[src/rtl/fifo_xfer_ctrl.sv]
// rtl/fifo_xfer_ctrl.sv - length-programmed source-to-sink FIFO transfer sequencer
// Issues source reads under empty/almost-full/outstanding throttling and registers returned data into the sink.
module fifo_xfer_ctrl #(
  parameter int DW      = 32,
  parameter int LEN_W   = 16,
  parameter int MAX_OUT = 4
) (
  input  logic             CLK,
  input  logic             RST,
  input  logic             START,
  input  logic [LEN_W-1:0] LEN,
  input  logic             ABORT,
  input  logic             SRC_EMPTY,
  input  logic             SRC_VALID,
  input  logic [DW-1:0]    SRC_DOUT,
  output logic             SRC_RD,
  input  logic             SNK_ALMOSTFULL,
  input  logic             SNK_FULL,
  output logic             SNK_WR,
  output logic [DW-1:0]    SNK_DIN,
  output logic             BUSY,
  output logic             DONE,
  output logic [LEN_W-1:0] WR_CNT,
  output logic             OVF,
  output logic             SPUR
);

  localparam int OW = $clog2(MAX_OUT + 1);
  localparam logic [OW-1:0] MAX_OUT_C = OW'(MAX_OUT);

  typedef enum logic [1:0] {S_IDLE, S_RUN, S_DRAIN, S_DONE} state_t;

  state_t           state, state_nxt;
  logic [LEN_W-1:0] len_q;
  logic [LEN_W-1:0] rd_cnt, rd_cnt_nxt;
  logic [OW-1:0]    outstd;
  logic             ret_ok;

  // Returned data only counts when a read is actually awaiting it.
  assign ret_ok = SRC_VALID && (outstd != '0);
  assign BUSY   = (state != S_IDLE);
  assign DONE   = (state == S_DONE);

  always_comb begin
    state_nxt  = state;
    SRC_RD     = 1'b0;
    rd_cnt_nxt = rd_cnt;
    case (state)
      S_IDLE: begin
        if (START) state_nxt = (LEN == '0) ? S_DONE : S_RUN;
      end
      S_RUN: begin
        SRC_RD = !ABORT && !SRC_EMPTY && !SNK_ALMOSTFULL &&
                 (outstd < MAX_OUT_C) && (rd_cnt < len_q);
        rd_cnt_nxt = rd_cnt + LEN_W'(SRC_RD);
        if (ABORT || (rd_cnt_nxt == len_q)) state_nxt = S_DRAIN;
      end
      S_DRAIN: begin
        if ((outstd == '0) && !SNK_WR) state_nxt = S_DONE;
      end
      S_DONE: state_nxt = S_IDLE;
      default: state_nxt = S_IDLE;
    endcase
  end

  always_ff @(posedge CLK) begin
    if (RST) begin
      state   <= S_IDLE;
      len_q   <= '0;
      rd_cnt  <= '0;
      outstd  <= '0;
      SNK_WR  <= 1'b0;
      SNK_DIN <= '0;
      WR_CNT  <= '0;
      OVF     <= 1'b0;
      SPUR    <= 1'b0;
    end else begin
      state  <= state_nxt;
      rd_cnt <= rd_cnt_nxt;
      outstd <= outstd + OW'(SRC_RD) - OW'(ret_ok);
      SNK_WR <= 1'b0;
      if ((state == S_IDLE) && START) begin
        len_q  <= LEN;
        rd_cnt <= '0;
        WR_CNT <= '0;
        OVF    <= 1'b0;
        SPUR   <= 1'b0;
      end
      // Return path runs in every state; a full sink drops the word and flags it.
      if (SRC_VALID) begin
        if (outstd == '0) begin
          SPUR <= 1'b1;
        end else if (SNK_FULL) begin
          OVF <= 1'b1;
        end else begin
          SNK_WR  <= 1'b1;
          SNK_DIN <= SRC_DOUT;
          if (WR_CNT < len_q) WR_CNT <= WR_CNT + LEN_W'(1);
        end
      end
    end
  end

endmodule

[config.mk]
export PLATFORM = sky130hd
export DESIGN_NAME = fifo_xfer_ctrl
export DESIGN_NICKNAME = d
export VERILOG_FILES = /design/src/rtl/fifo_xfer_ctrl.sv
export SDC_FILE = /design/constraint.sdc
export NUM_CORES = 1
export LEC_CHECK = 0
export CAP_MARGIN = 0
export CORE_AREA = 2 2 114 116
export DETAILED_ROUTE_END_ITERATION = 6
export DIE_AREA = 0 0 116 118
export PLACE_DENSITY = 0.72
export SKIP_CTS_REPAIR_TIMING = 1
export SLEW_MARGIN = 5
export SYNTH_ARGS = -nofsm -noshare
export SYNTH_HDL_FRONTEND = slang
export SYNTH_SLANG_ARGS = --single-unit
[constraint.sdc]
create_clock -name CLK -period 3.49 [get_ports CLK]
set_input_delay 0.5235 -clock CLK [delete_from_list [all_inputs] [get_ports CLK]]
set_output_delay 0.5235 -clock CLK [all_outputs]
set_load 0.1 [all_outputs]
== Word-level counts from Yosys, hierarchy flattened ==
Cells that the tools add are included.
Word-level totals
  bits in registers: 88
  input port bits: 56
  output and inout bits: 54
  word-level logic and storage cells: 66
Cells by class
  add/subtract/negate cells: 4
  magnitude comparators: 3
  eq/ne operators: 7
  muxes and demuxes: 19
  bitwise operators: 3
  reductions and logical operators: 21
Operators with widths (count)
  $mux W16: 5
  $lt A16 B16 Y1: 2
  $add A16 B1 Y16: 1
  $add A16 B1 Y16 const B: 1
  $eq A16 B16 Y1: 1
  $logic_not A16 Y1: 1
  $mux W1: 9
  $mux W2: 4
  $pmux W2 S4: 1
  $logic_and A1 B1 Y1: 7
  $ne A2 B2 Y1 const B: 3
  $reduce_and A3 Y1: 2
  $eq A2 B2 Y1 const B: 2
  $logic_not A1 Y1: 4
  $add A3 B1 Y3: 1
  $logic_not A3 Y1: 1
  $lt A3 B3 Y1 const B: 1
  $not A1 Y1: 3
  $reduce_bool A3 Y1: 1
  $reduce_or A3 Y1: 1
  $sub A3 B1 Y3: 1
  $eq A2 B1 Y1 const B: 1
  $logic_not A2 Y1: 1
  $reduce_bool A2 Y1: 1
  other kinds (2): 2

== Longest topological paths before layout ==
Gate-level depths: netlist (run 1).
  depth after elaboration: 10
  depth in mapped cells: 17
  mapped depth without buffers: 16

== Worst setup path after synthesis (run 1) ==
OpenSTA, ideal clock, no wires.
  kind: flip-flop to flip-flop
  from: register len_q[9]
  to: register state[0]
  library setup time: 0.122 ns
  data arrival time: 3.381 ns
  path slack: -0.013 ns
  cell stages (with the launch flop): 17
  path buffers: 0
  path through: dfxtp_1 -> inv_1 -> ha_1 -> a21o_1 -> a21o_1 -> a21oi_1 -> o211ai_1 -> a21oi_1 -> ha_1 -> ha_1 -> xor2_1 -> a2111o_1 -> a2111o_1 -> a2111oi_2 -> nand4_1 -> o211ai_1 -> o2bb2ai_1
Between the ends
  cells in the longest elaborated chain, start to end: 7
RTL lines
  from (decl): line 34  | logic [LEN_W-1:0] len_q;
  from (signal assigned): line 69  | len_q <= '0;
  from (signal assigned): line 83  | len_q <= LEN;
  $lt A16 B16 Y1: line 54  | (outstd < MAX_OUT_C) && (rd_cnt < len_q);
  $logic_and A1 B1 Y1: line 54
  $add A16 B1 Y16: line 55  | rd_cnt_nxt = rd_cnt + LEN_W'(SRC_RD);
  $eq A16 B16 Y1 *: line 56  | if (ABORT || (rd_cnt_nxt == len_q)) state_nxt = S_DRAIN;
  $logic_or A1 B1 Y1 *: line 56
  $ne A2 B2 Y1 (no line) *
  $reduce_and A3 Y1 (no line) *
  to (signal assigned): line 78  | state <= state_nxt;
  to (decl): line 33  | state_t state, state_nxt;
Every way passes the cells marked *; elsewhere a longest branch is shown, timed or not.
A chain may end at the register's enable or synchronous reset.

== Worst setup path in the final report (run 1) ==
  from: register len_q[1]
  to: register state[1]
The elaborated chain is that of the path after synthesis.

==> results of run 1 <==
## cell families (layout without fill, tap and decap cells)
| logic type | Yosys count | in the layout | synth area share |
|---|---|---|---|
| compound gates | 140 | 140 | 0.1715 |
| xor+xnor | 33 | 33 | 0.05938 |
| fa+ha+maj | 41 | 41 | 0.1069 |
| buf+inv | 63 | 211 | 0.05347 |
| flops | 88 | 88 | 0.3620 |
| mux | 3 | 3 | 0.006170 |
| simple gates | 247 | 247 | 0.2406 |
## registers in the layout (all words and copies together), names as in the netlist
signal   cells
OVF          1
SNK_WR       1
state        2
WR_CNT      16
SNK_DIN     32
rd_cnt      16
len_q       16
SPUR         1
outstd       3
## how the worst max path moves through the flow
stage	from	endpoint	slack, ps	cells past startpoint
floorplan	len_q[9]	state[0]	2	16
global placement	ABORT	state[1]	-180	13
detailed placement	len_q[9]	state[1]	-290	16
CTS	len_q[9]	state[0]	-360	16
global route	len_q[9]	state[0]	-260	16
finish	len_q[1]	state[1]	-130	16
## stage by stage
step	utilization	power [W]	setup TNS, ps	instance area [um^2]
floorplan	-	0.002286	0	4870
detailed placement	0.5169	0.002751	-560.4	6417
global route	0.5502	0.003970	-496.8	6830
finish	0.5502	0.003788	-249.0	6830
CTS	0.5422	0.003772	-713.7	6731
global placement	0.5169	0.002714	-363.3	6417
## power breakdown
group | switching [W] | internal [W]
Sequential | 0.0000774 | 0.00111
Clock | 0.000423 | 0.000600
Combinational | 0.00105 | 0.000521
## cell usage after synthesis, drive strengths merged (14+ instances only)
cell type and instances:
nand2 118, dfxtp 88, a21oi 71, ha 40
nor2 36, inv 33, o21ai 24, xor2 22
clkbuf 19, nand3 15, nand4 15, a21o 14
## routing by layer
metal  global-route usage  wire, um  share of wire
met1               0.2526      5995           0.41
met2               0.3392      6760           0.46
met3              0.08496      1422          0.097
met4              0.06920       433          0.030
met5                    0         0              0
## worst max-delay path, cell delays in order, from the launching register on
cell and delay (ps):
dfxtp_2 320, inv_1 100, ha_4 210, a21o_1 150, a21o_1 180, a21oi_2 140, o211ai_1 120, a21oi_2 210
ha_2 230, ha_4 210, xor2_1 140, a2111o_1 280, a2111o_1 370, a2111oi_2 280, nand4_1 190, o211ai_1 270
o2bb2ai_1 110
## final cells by class
type                       count  area, um^2
fill                        1169        5584
multi-input combinational    464        2919
sequential                    88        1769
timing repair buffer         162        1489
clock buffer                  11       252.7
tap                          172       215.2
inverter                      33       123.9
clock inverter                 5       61.31
==> results.py, run 1 <==
metrics = {
    "timing": {
        "hold_slack_ps": 452.9,
        "hold_viol": 0,
        "rsz0062_at_grt": "true",
        "clock_skew_ps": 7.308,
        "layout_setup_ws_ps": -126.2,
        "finalCritPeriodShare": 1.036,
        "setup_viol": 2,
        "tightest_slew_ps": 1005,
        "slew_violations": 0,
        "slew_headroom": 0.3280,
        "fin_crit_ps": 3616,
        "fmaxAchievable_mhz": 276.5,
    },
    "grt": {
        "antenna_found_initial": 0,
        "grt_max_degree": 63,
        "grt_overflow": 0,
        "grt_usage": 0.2101,
        "grt_pass1_wl_mm": 23.26,
        "grt_pass1_vias": 4936,
    },
    "critical_path": {
        "crit_type": "register to register",
        "timing.rr.end": "state[1]",
        "setup.worst_path.start_class": "register",
        "crit_path_max_fanout": 2,
        "r2r_setup_slack_ps": -130,
        "endpoint_kind": "register",
        "cp.required_ps": 3710,
        "worstRegToRegCells": 16,
        "r2r-start": "len_q[1]",
        "cp_data_arrival_time_ps": 3840,
    },
    "detailed_routing": {
        "ant_nets": 0,
        "drc_errors": 0,
        "dr_total_vias": 4958,
        "routed_wl_mm": 14.61,
        "drtPass1Iterations": 7,
        "routedWlPerCell_um": 15.63,
        "viasPerCell": 5.303,
        "drtIter0Drc": 223,
    },
    "clock_tree": {
        "cts_tree": "yes",
        "cts_root_buffer": "clkbuf_16",
        "clkTransAtPathRegs_ps": 70,
        "clkSinkCount": 88,
        "insertion_delay_ps": 350,
        "numCtsBuffers": 9,
        "clock_path_buffers": 2,
        "htreeDepth": 3,
    },
    "yosys": {
        "syn-cell-area_um2": 4867,
        "syn_nets": 712,
        "ys_async_sr_fraction": 0,
        "synthFlopType": "dfxtp_1",
        "synth_cell_types": 51,
        "netlist_top_cells_area": "dfxtp_1, ha_1, nand2_1, a21oi_1, xor2_1",
        "yosysWarnings": 0,
        "synth_cells": 615,
        "synth_top_area_cell": "dfxtp_1",
        "synth_top_area_share": 0.3620,
        "synth_edf_count": 0,
        "avgSynthCellArea_um2": 7.914,
        "ys_ff_latch": 88,
        "ys_seq_area_frac": 0.3620,
    },
    "place": {
        "dp_cells": 916,
        "post-place-ws_ps": -285.3,
        "numPortBuffers": 109,
        "place_congestion": 0.8842,
        "dp_hpwl_mm": 10.85,
    },
    "run": {
        "maxCapViolCount": 0,
    },
    "layout": {
        "layout_common_cells": "nand2_1, clkdlybuf4s50_1, dfxtp_1",
        "diodes": 0,
        "final_common_cell": "nand2_1",
        "fin_nets": 855,
        "stdcell_count": 935,
        "drive_gt1_frac": 0.1298,
        "area_growth_pct": 40.33,
    },
    "power": {
        "leakagePower_nw": 2.738,
        "peakVddDrop_uv": 441.1,
        "power_density_nw_per_um2": 554.6,
    },
    "floorplanning": {
        "start_util": 0.3921,
        "die_x_um": 116,
        "rows": 41,
        "core_um2": 12410,
        "die_h_um": 118,
        "die-area_um2": 13690,
        "ios": 110,
    },
    "min_path": {
        "hold_end": "SNK_DIN[25]",
        "hold_depth": 2,
        "min_path_type": "register to register",
        "worstHoldStart": "SNK_DIN[25]",
    },
    "run_status": {
        "outcome": "finished, violations left",
        "violations": "setup timing",
    },
}
No activity file was read; power rests on OpenSTA's default activity.
==> run 2: changes to the inputs <==
CAP_MARGIN = 20   (was 0)
CORE_AREA = 8 8 120 122   (was 2 2 114 116)
DIE_AREA = 0 0 128 130   (was 0 0 116 118)
==> run 2 against run 1 <==
Compared with the run above: the flow still finishes with violations (setup timing); cell count stayed put; sequential cell count stayed put; register-to-register slack worse by 130 ps; final area hardly changed; sequential power hardly changed; via count is 1.8% lower; critical path type unchanged.
==> results.py, run 2 (same netlist as run 1, synthesis figures left out) <==
metrics = {
    "run_status": {
        "outcome": "finished, violations left",
        "violations": "setup timing",
    },
    "clock_tree": {
        "htreeDepth": 3,
        "numCtsBuffers": 9,
        "clkTransAtPathRegs_ps": 70,
        "cts_root_buffer": "clkbuf_16",
        "clock_path_buffers": 2,
        "cts_tree": "yes",
        "insertion_delay_ps": 350,
        "clkSinkCount": 88,
    },
    "critical_path": {
        "endpoint_kind": "register",
        "path_cells": "inv_1, ha_1, a21o_1, a211oi_2, o211ai_1, a21oi_2, ha_2, ha_4, xor2_2, a2111o_1, a2111o_1, a2111oi_4, nand4_1, o211ai_1, o2bb2ai_1",
        "setup.worst_path.start_class": "register",
        "crit_path_max_fanout": 2,
        "cpPeakStageDelay_ps": 410,
        "crit_type": "register to register",
        "crit_buf_inv": 1,
        "cp_data_arrival_time_ps": 3980,
        "cp_top_family": "compound AO/OA/AOI/OAI gates",
        "cpMaxStageDelayCell": "a2111o_1",
        "cp.required_ps": 3720,
        "worstRegToRegCells": 15,
        "path_depth": 15,
    },
    "detailed_routing": {
        "dr_total_vias": 4869,
        "viasPerCell": 5.207,
        "ant_nets": 0,
        "drtPass1Iterations": 5,
        "drtIter0Drc": 309,
        "drc_errors": 0,
        "routed_wl_mm": 15.21,
        "routedWlPerCell_um": 16.27,
    },
    "place": {
        "dpl_cell_area_um2": 6432,
        "numPortBuffers": 109,
        "dp_hpwl_mm": 11.43,
        "post-place-ws_ps": -420.3,
        "place_congestion": 0.8779,
    },
    "layout": {
        "final_common_cell": "nand2_1",
        "postLayoutCoreUtil": 0.5503,
        "diodes": 0,
        "layout_common_cells": "nand2_1, clkdlybuf4s50_1, dfxtp_1",
        "largest_register_ffs": 32,
        "drive_gt1_frac": 0.1284,
        "area_growth_pct": 40.36,
        "fin_area_um2": 6832,
        "regMostFlops": "SNK_DIN",
        "fin_nets": 855,
    },
    "timing": {
        "slew_headroom": 0.3170,
        "tightest_slew_ps": 1021,
        "finalCritPeriodShare": 1.075,
        "hold_viol": 0,
        "fin_crit_ps": 3751,
        "hold_slack_ps": 458.0,
        "rsz0062_at_grt": "true",
        "slew_violations": 0,
        "clock_skew_ps": 10.30,
        "setup_viol": 2,
        "fmaxAchievable_mhz": 266.6,
        "layout_setup_ws_ps": -261.0,
    },
    "grt": {
        "grt_max_degree": 63,
        "antenna_found_initial": 0,
        "grt_pass1_wl_mm": 24.64,
        "grt_usage": 0.1853,
        "grt_pass1_vias": 4977,
        "grt_overflow": 0,
    },
    "floorplanning": {
        "start_util": 0.3921,
        "die_x_um": 128,
        "die_h_um": 130,
        "core_um2": 12410,
        "ios": 110,
        "die-area_um2": 16640,
        "rows": 41,
    },
    "power": {
        "power_density_nw_per_um2": 558.1,
        "leakagePower_nw": 2.733,
        "peakVddDrop_uv": 525.1,
    },
    "min_path": {
        "min_path_type": "register to register",
        "hold_depth": 2,
    },
    "run": {
        "maxCapViolCount": 0,
    },
}
[run 2: metrics by stage]
step | total power (W) | instances | setup TNS (ps)
finish | 0.003812 | 935 | -481.7
global route | 0.004006 | 935 | -822.9
CTS | 0.003794 | 934 | -939.3
detailed placement | 0.002760 | 918 | -838.1
global placement | 0.002720 | 918 | -399.6
floorplan | 0.002286 | 615 | 0
[run 2: path summary, 6_finish.rpt]
path / startpoint / to / slack, ps
hold / removal: SNK_DIN[31] / SNK_DIN[31] / 460
hold reg to reg: SNK_DIN[31] / SNK_DIN[31] / 460
setup reg to reg: len_q[5] / state[0] / -260
setup / recovery: len_q[5] / state[0] / -260
[run 2: final cells by class]
class	instances	area, um^2
multi-input cells	464	2927
inverters	33	123.9
fillers	1147	5583
clock buffers	9	225.2
repair buffers	162	1489
flip-flops and latches	88	1768
clock inverters	7	83.83
well taps	172	215.2
[run 2: metal layers]
metal  up-vias  part of all wire  GRT usage
met2       161              0.46     0.3024
met1      2273              0.41     0.2061
met3        19              0.11    0.09833
met4         0             0.015    0.05385
met5         -                 0          0
li1       2416                 -          -
[run 2: worst reg2reg max path, delay by kind of cell, from the launching register on]
kind                     cells  cell delay, ps
AO/OA/AOI/OAI                9            2160
XOR/XNOR                     1             150
adder cells (fa/ha/maj)      3             740
buffers and inverters        1              50
flip-flops                   1             320
AND/OR/NAND/NOR              1             190
[run 2: power by group]
group / internal (W) / switching [W] / total, W
Clock: 0.000571 / 0.000465 / 0.00104
Sequential: 0.00111 / 0.0000769 / 0.00119
Combinational: 0.000524 / 0.00106 / 0.00159
